<file path="src/rtl/if_id_queue_pkg.sv">
// Shared definitions for the IF/ID instruction queue.
// Bus widths, the reset fetch address, the default queue depth, the
// {pc, npc, inst} entry layout and small decode helpers.
package if_id_queue_pkg;

  localparam int          PC_BUS      = 32;
  localparam int          INST_BUS    = 32;
  localparam logic [31:0] NPC_INITIAL = 32'h0000_0000;
  localparam int          QUEUE_DEPTH = 8;

  typedef struct packed {
    logic [PC_BUS-1:0]   pc;
    logic [PC_BUS-1:0]   npc;
    logic [INST_BUS-1:0] inst;
  } entry_t;

  // Entries requested by decode; the illegal code 01 requests nothing.
  function automatic logic [1:0] take_count(input logic [1:0] id_take);
    logic [1:0] n;
    case (id_take)
      2'b10:   n = 2'd1;
      2'b11:   n = 2'd2;
      default: n = 2'd0;
    endcase
    return n;
  endfunction

  // Entries offered by fetch: one per set bit of the issue mask.
  function automatic logic [1:0] issue_count(input logic [1:0] issue);
    return {1'b0, issue[1]} + {1'b0, issue[0]};
  endfunction

endpackage

</file>
<file path="src/rtl/if_id_queue_mem.sv">
// Storage array for the IF/ID queue: DEPTH entries of {pc, npc, inst}.
// Ports:
//   clk, rst            - clock, asynchronous active-high clear of all entries
//   we1/waddr1/wdata1   - write port 1
//   we2/waddr2/wdata2   - write port 2 (never the same address as port 1)
//   raddr1/rdata1       - read port 1 (combinational read)
//   raddr2/rdata2       - read port 2 (combinational read)
// No pointer or occupancy logic lives here.
module if_id_queue_mem
  import if_id_queue_pkg::*;
#(
  parameter  int DEPTH = QUEUE_DEPTH,
  localparam int AW    = $clog2(DEPTH)
) (
  input  logic          clk,
  input  logic          rst,
  input  logic          we1,
  input  logic [AW-1:0] waddr1,
  input  entry_t        wdata1,
  input  logic          we2,
  input  logic [AW-1:0] waddr2,
  input  entry_t        wdata2,
  input  logic [AW-1:0] raddr1,
  output entry_t        rdata1,
  input  logic [AW-1:0] raddr2,
  output entry_t        rdata2
);

  entry_t mem_r [DEPTH];

  // Entry storage: cleared on reset, written by either port.
  always_ff @(posedge clk or posedge rst) begin
    if (rst) begin
      for (int i = 0; i < DEPTH; i++) begin
        mem_r[i] <= {$bits(entry_t){1'b0}};
      end
    end else begin
      if (we1) begin
        mem_r[waddr1] <= wdata1;
      end
      if (we2) begin
        mem_r[waddr2] <= wdata2;
      end
    end
  end

  assign rdata1 = mem_r[raddr1];
  assign rdata2 = mem_r[raddr2];

endmodule

</file>
<file path="src/rtl/if_id_queue.sv">
// IF/ID instruction queue: a circular FIFO between fetch and decode.
// Fetch offers up to two instructions per cycle (issue mask), decode takes
// up to two (id_take). stop tells fetch to hold whenever fewer than two free
// entries remain, so an accepted push can never overflow.
// Ports:
//   clk, rst                  - clock, asynchronous active-high reset
//   in1_*/in2_*, issue        - fetch slots (slot 1 older) and their valid mask
//   branch_flag               - mispredict: flush everything this edge
//   stop                      - fetch hold, decoded from registered occupancy
//   out1_*/out2_*, out_valid  - entries at head and head+1 with valid mask
//   id_take                   - decode consumption (00 none, 10 one, 11 two)
//   count                     - current occupancy
module if_id_queue
  import if_id_queue_pkg::*;
#(
  parameter  int DEPTH = QUEUE_DEPTH,
  localparam int AW    = $clog2(DEPTH),
  localparam int CW    = $clog2(DEPTH) + 1
) (
  input  logic                clk,
  input  logic                rst,
  input  logic [PC_BUS-1:0]   in1_pc,
  input  logic [PC_BUS-1:0]   in1_npc,
  input  logic [INST_BUS-1:0] in1_inst,
  input  logic [PC_BUS-1:0]   in2_pc,
  input  logic [PC_BUS-1:0]   in2_npc,
  input  logic [INST_BUS-1:0] in2_inst,
  input  logic [1:0]          issue,
  input  logic                branch_flag,
  output logic                stop,
  output logic [PC_BUS-1:0]   out1_pc,
  output logic [PC_BUS-1:0]   out1_npc,
  output logic [INST_BUS-1:0] out1_inst,
  output logic [PC_BUS-1:0]   out2_pc,
  output logic [PC_BUS-1:0]   out2_npc,
  output logic [INST_BUS-1:0] out2_inst,
  output logic [1:0]          out_valid,
  input  logic [1:0]          id_take,
  output logic [CW-1:0]       count
);

  localparam logic [CW-1:0] DEPTH_C = CW'(DEPTH);

  logic [AW-1:0] head_r;
  logic [AW-1:0] tail_r;
  logic [CW-1:0] count_r;
  logic          stop_r;

  logic          push_ok_s;
  logic [1:0]    push_n_s;
  logic [1:0]    pop_req_s;
  logic [1:0]    pop_n_s;
  logic          we1_s;
  logic          we2_s;
  entry_t        wdata1_s;
  entry_t        wdata2_s;
  logic [AW-1:0] waddr2_s;
  logic [AW-1:0] head_next_s;
  logic [AW-1:0] tail_next_s;
  logic [CW-1:0] count_next_s;
  logic          stop_next_s;
  entry_t        rdata1_s;
  entry_t        rdata2_s;

  // Push/pop decode and next-state computation for pointers and occupancy.
  always_comb begin
    push_ok_s = !stop_r && !branch_flag;
    pop_req_s = take_count(id_take);
    // Clamp the pop to what is actually held; count < 2 fits in two bits.
    if (CW'(pop_req_s) > count_r) begin
      pop_n_s = count_r[1:0];
    end else begin
      pop_n_s = pop_req_s;
    end
    if (push_ok_s) begin
      push_n_s = issue_count(issue);
    end else begin
      push_n_s = 2'd0;
    end

    // A lone slot-2 push still lands at tail, so port 1 carries whichever
    // slot is the oldest one being pushed.
    we1_s    = push_ok_s && (issue != 2'b00);
    we2_s    = push_ok_s && (issue == 2'b11);
    wdata2_s = '{pc: in2_pc, npc: in2_npc, inst: in2_inst};
    if (issue[1]) begin
      wdata1_s = '{pc: in1_pc, npc: in1_npc, inst: in1_inst};
    end else begin
      wdata1_s = wdata2_s;
    end
    waddr2_s = tail_r + AW'(1);

    if (branch_flag) begin
      head_next_s  = {AW{1'b0}};
      tail_next_s  = {AW{1'b0}};
      count_next_s = {CW{1'b0}};
    end else begin
      head_next_s  = head_r + AW'(pop_n_s);
      tail_next_s  = tail_r + AW'(push_n_s);
      count_next_s = count_r + CW'(push_n_s) - CW'(pop_n_s);
    end
    stop_next_s = (DEPTH_C - count_next_s) < CW'(2);
  end

  // Pointer, occupancy and fetch-hold registers.
  always_ff @(posedge clk or posedge rst) begin
    if (rst) begin
      head_r  <= {AW{1'b0}};
      tail_r  <= {AW{1'b0}};
      count_r <= {CW{1'b0}};
      stop_r  <= 1'b0;
    end else begin
      head_r  <= head_next_s;
      tail_r  <= tail_next_s;
      count_r <= count_next_s;
      stop_r  <= stop_next_s;
    end
  end

  if_id_queue_mem #(.DEPTH(DEPTH)) u_mem (
    .clk    (clk),
    .rst    (rst),
    .we1    (we1_s),
    .waddr1 (tail_r),
    .wdata1 (wdata1_s),
    .we2    (we2_s),
    .waddr2 (waddr2_s),
    .wdata2 (wdata2_s),
    .raddr1 (head_r),
    .rdata1 (rdata1_s),
    .raddr2 (head_r + AW'(1)),
    .rdata2 (rdata2_s)
  );

  assign stop      = stop_r;
  assign count     = count_r;
  // A flush in progress hides both entries immediately.
  assign out_valid = branch_flag ? 2'b00 : {count_r >= CW'(1), count_r >= CW'(2)};
  assign out1_pc   = rdata1_s.pc;
  assign out1_npc  = rdata1_s.npc;
  assign out1_inst = rdata1_s.inst;
  assign out2_pc   = rdata2_s.pc;
  assign out2_npc  = rdata2_s.npc;
  assign out2_inst = rdata2_s.inst;

endmodule
</file>
<file path="config.mk">
export PLATFORM = sky130hd
export DESIGN_NAME = if_id_queue
export DESIGN_NICKNAME = d
export VERILOG_FILES = /design/src/rtl/if_id_queue_pkg.sv /design/src/rtl/if_id_queue_mem.sv /design/src/rtl/if_id_queue.sv
export SDC_FILE = /design/constraint.sdc
export NUM_CORES = 2
export LEC_CHECK = 0
export ABC_AREA = 1
export CORE_UTILIZATION = 45
export DETAILED_ROUTE_END_ITERATION = 10
export HOLD_SLACK_MARGIN = 0.15
export MAX_ROUTING_LAYER = met4
export PLACE_DENSITY = 0.74
export SKIP_CTS_REPAIR_TIMING = 1
export SLEW_MARGIN = 20
export SYNTH_ARGS = -nofsm -noshare
export SYNTH_HDL_FRONTEND = slang
export SYNTH_SLANG_ARGS = --single-unit
</file>
<file path="constraint.sdc">
create_clock -name clk -period 72.5 [get_ports clk]
set_input_delay 18.125 -clock clk [delete_from_list [all_inputs] [get_ports clk]]
set_output_delay 18.125 -clock clk [all_outputs]
set_load 0.01 [all_outputs]
</file>
# Word level (Yosys, flattened, before mapping)
# Cells that the tools add are included.
# W data, S select, Z words.
[word_totals]
ramBits = 0
rom_bits = 0
output_inout_bits = 199
in_bits = 199
latchBits = 0
memories = 0
register_bits = 779
[op_classes]
mux = 22
add_sub_neg = 8
eq_ne = 3
n_mul = 0
bitwise_logic = 4
n_div = 0
magnitude_cmp = 10
shift = 0
n_reduce_logical = 8
[op_table]
columns = ["cell", "count"]
rows = [
  ["$bwmux W768", 2],
  ["$mux W768", 2],
  ["$mux W96", 7],
  ["$bmux W96 S3", 2],
  ["$demux W96 S3", 2],
  ["$ge A4 B4 Y1 const B", 4],
  ["$not A3 Y4", 4],
  ["$lt A4 B1 Y1 const B", 2],
  ["$add A3 B1 Y3 const B", 2],
  ["$add A3 B2 Y3", 2],
  ["$eq A2 B2 Y1 const B", 3],
  ["$mux W2", 3],
  ["$mux W3", 2],
  ["$logic_and A1 B1 Y1", 5],
  ["$add A4 B2 Y4", 1],
  ["$ge A4 B1 Y1 const B", 1],
  ["$ge A4 B2 Y1 const B", 1],
  ["$gt A2 B4 Y1", 1],
  ["$lt A4 B2 Y1 const B", 1],
  ["$mux W4", 1],
  ["$pmux W2 S2", 1],
  ["$sub A4 B2 Y4", 1],
  ["$sub A4 B4 Y4 const A", 1],
  ["$add A1 B1 Y2", 1],
  ["2 further kinds", 3],
]

# Logic depth before layout (Yosys ltp)
[logic_depth]
ltp_word = 9
mapped_depth = 19
depth_no_buf = 19

# Hierarchy
# From an unflattened synthesis, not the netlist that was laid out.
[hier_totals]
cells_unflattened = 10075
area_unflattened_um2 = 57846.7
[by_module_without_submodules]
columns = ["mod", "area_per_inst_um2", "cells_each", "n_inst"]
rows = [
  ["if_id_queue_mem", 55722.2, 9658, 1],
  ["if_id_queue", 2124.5, 417, 1],
]

# Worst setup path before layout
# Ideal clock, no wire load.
[synth_path]
path_type = "in2out"
start = "input port branch_flag"
end = "output port out_valid[1]"
path_stages = 3
slack_ns = 35.613
arrival_ns = 18.762
path_cell_list = "clkbuf_1 a21oi_1 a31o_2"
[synth_via]
elab_chain_cells = 1
[synth_lines]
columns = ["item", "line_no", "source"]
rows = [
  ["start, declared", "if_id_queue.sv:29", "input logic branch_flag,"],
  ["$mux W2", "if_id_queue.sv:138", "assign out_valid = branch_flag ? 2'b00 : {count_r >= CW'(1), count_r >= CW'(2)};"],
  ["end, declared", "if_id_queue.sv:37", "output logic [1:0] out_valid,"],
]
# No other way between the ends.

# Worst setup path in the final report
# Same ends and word-level chain as after synthesis.

==> flow_summary_export.csv <==
group,metric,value,unit
status,status,"completed",
finish,drive_gt1_share,3.28,%
clock_network,cts_inserted_buffers,93,
synth,syn-num-nets,8069,
timing,slew_headroom,23.3,%
setup_path,arrival,19.76,ns
finish,layout_commonest_cell,"o21ai_0",
clock_network,worst_skew_pair.late_latency,0.68,ns
setup_path,cp-start-kind,"input pin",
timing,fin_skew,0.0138,ns
routing,wl,196000,µm
global_routing,grt_pass1_wl,298000,µm
timing,report.final.slew_viol_count,0,
routing,antenna_left,0,
floorplan,fp.dieH,340,µm
clock_network,clk_pin_slew_worst_paths,0.06,ns
power_and_ir_drop,ir_drop,37.5,µV
worst_hold_path,hp-class,"reg2reg",
synth,synth_cells,7851,
routing,drt_iter0_markers,8200,
setup_path,cp_top_family,"buffers and inverters",
timing,rsz0062_at_grt,"false",
timing,max_freq,0.0264,GHz
timing,min_period,37.88,ns
timing,min_period_over_period,52.2,%
routing,num_vias,55900,
place,place_congestion,0.871,
setup_path,cp.required,54.38,ns
timing,setup-tns-final,0,ns
global_routing,grt_pass1_vias,51500,
synth,ys_ff_latch,779,
floorplan,die_w,340,µm
floorplan,dieArea,0.116,mm²
floorplan,core.rowCount,123,
global_routing,grt_usage,33.7,%
global_routing,grt_max_degree,240,
routing,routedWlPerCell,21.1,µm
synth,yosysWarnings,0,
setup_path,cp_common_cell,"clkdlybuf4s50_1",
flow_run,maxCapViolCount,0,
setup_path,cp_slowest_cell,"clkdlybuf4s50_1",
finish,ff_latch_area,0.0195,mm²
power_and_ir_drop,p_leak,25.5,nW
place,dp_hpwl,107000,µm
finish,area.growth.synth_to_final,12.9,%
synth,syn_area_per_cell,6.56,µm²
routing,route.detailed.drc,0,
power_and_ir_drop,total_power,2.66,mW
clock_network,cts.path.max_buffers,3,
setup_path,crit_path_end_kind,"output port",
clock_network,cts_root_buf,"clkbuf_16",
global_routing,antenna_found_initial,19,
floorplan,boundaryPins,398,
setup_path,slowest_delay,0.74,ns
global_routing,overflow,0,
finish,final_cell_mix,"o21ai_0, nand2_1, dfrtp_1, inv_1, a21oi_1",
finish,fillers,11000,
floorplan,core,0.113,mm²
place,port-buffer-count,397,
finish,multi_input_area,0.0266,mm²
synth,synth_area,0.0515,mm²
synth,synth_cell_types,29,
setup_path,critPathMaxFanout,11,
routing,viasPerCell,6.02,
timing,setup_violations,0,
floorplan,initial_core_util,45.6,%
setup_path,crit_type,"in2out",
synth,ys_seq_area_share,37.9,%
clock_network,clock-sinks,779,
timing,hold_viol,0,
setup_path,worst-path-buf-inv,3,
finish,fin_nets,7916,
clock_network,cts_tree,"done",
clock_network,h-tree-depth,3,
power_and_ir_drop,power.density,45.7,mW/mm²
routing,dr.pass1.iters,6,
setup_path,path_cells,"clkdlybuf4s50_1 -> inv_1 -> a31o_2 -> clkdlybuf4s50_1",
timing,worstMarginPinSlew,1.15,ns
## tightest hold or removal path, stage by stage, from the launching register on
cell and delay, ns:
dfrtp_1 0.35, a21oi_1 0.05, o21ai_1 0.11
## report_power, final
group | internal (mW) | switching [mW]
Clock | 0.261 | 0.200
Sequential | 0.594 | 0.107
Combinational | 0.593 | 0.901
## metal layers
| metal | wire length [µm] | global-route usage, % | vias to the layer above |
|---|---|---|---|
| met5 | 0 | - | - |
| met4 | 9560 | 16.4 | 0 |
| met3 | 23900 | 5.86 | 577 |
| met2 | 87300 | 50.7 | 3767 |
| met1 | 75600 | 43.7 | 25900 |
| li1 | - | - | 25700 |
## flip-flops by register name (all words and copies together) (netlist names)
register,cells
u_mem.mem_r,768
count,4
head_r,3
tail_r,3
stop,1
## stage by stage
step           util [%]  hold WS, ns  std cells  worst slack, ns  cell area, µm²
3_3_place_gp       48.8        0.528       9102            34.60           55200
5_1_grt            51.5        0.560       9287            34.55           58100
2_1_floorplan         -        0.515       7851            32.51           51500
3_5_place_dp       48.8        0.536       9102            34.62           55200
6_report           51.5        0.550       9289            34.62           58100
4_1_cts            51.4        0.551       9270            34.60           58100
## worst paths after layout
| check | startpoint | end | slack, ns | cells past startpoint |
|---|---|---|---|---|
| hold reg to reg | u_mem.mem_r[139] | u_mem.mem_r[139] | 0.55 | 2 |
| max in group asynchronous | rst | u_mem.mem_r[633] | 51.28 | 5 |
| setup / recovery | branch_flag | out_valid[1] | 34.62 | 4 |
| min in group asynchronous | rst | u_mem.mem_r[408] | 17.96 | 2 |
| setup reg to reg | tail_r[0] | u_mem.mem_r[189] | 68.43 | 8 |
| hold / removal | u_mem.mem_r[139] | u_mem.mem_r[139] | 0.55 | 2 |
## synth_stat cells
library cell  count  area [µm²]
nand2_1        1628        6110
nand4_1           1        6.26
o211ai_1         97         728
a21oi_1         611        3060
xnor2_1           2        17.5
nor2_2            4        25.0
nand3_1         103         515
clkbuf_1        465        1750
nor2_1          613        2300
buf_4            19         143
a31o_2            1        8.76
xor2_1            1        8.76
fa_1              4        80.1
nor2_4            2        22.5
buf_1            60         225
inv_2             8        30.0
nand3b_1          1        7.51
xor2_2            1        16.3
nand2_2           3        18.8
ha_1             15         188
o21ai_1         337        1690
dfrtp_1         779       19500
o21a_1           95         713
o21ai_0        2029       10200
nor3_2            1        10.0
o22ai_1         115         719
or2_2             1        6.26
buf_2           176         881
inv_1           679        2550
## cell type report
cell class              count  area share (%)
clock inverters            26           0.314
clock buffers             142            4.67
flip-flops and latches    779            33.6
repair buffers            472            7.98
diodes                     18          0.0775
well taps                1500            3.23
inverters                 687            4.50
multi-input cells        5665            45.7
## cells by family (layout without fill, tap and decap cells)
family                   Yosys count  after routing  synth area share [%]
other                              0             18                     0
buffers and inverters           1407           1327                  10.8
AO/OA/AOI/OAI                   3285           3285                  33.2
flip-flops                       779            779                  37.9
AND/OR/NAND/NOR                 2357           2357                  17.5
adder cells (fa/ha/maj)           19             19                 0.520
XOR/XNOR                           4              4                0.0827
No activity file was read; power rests on OpenSTA's default activity.
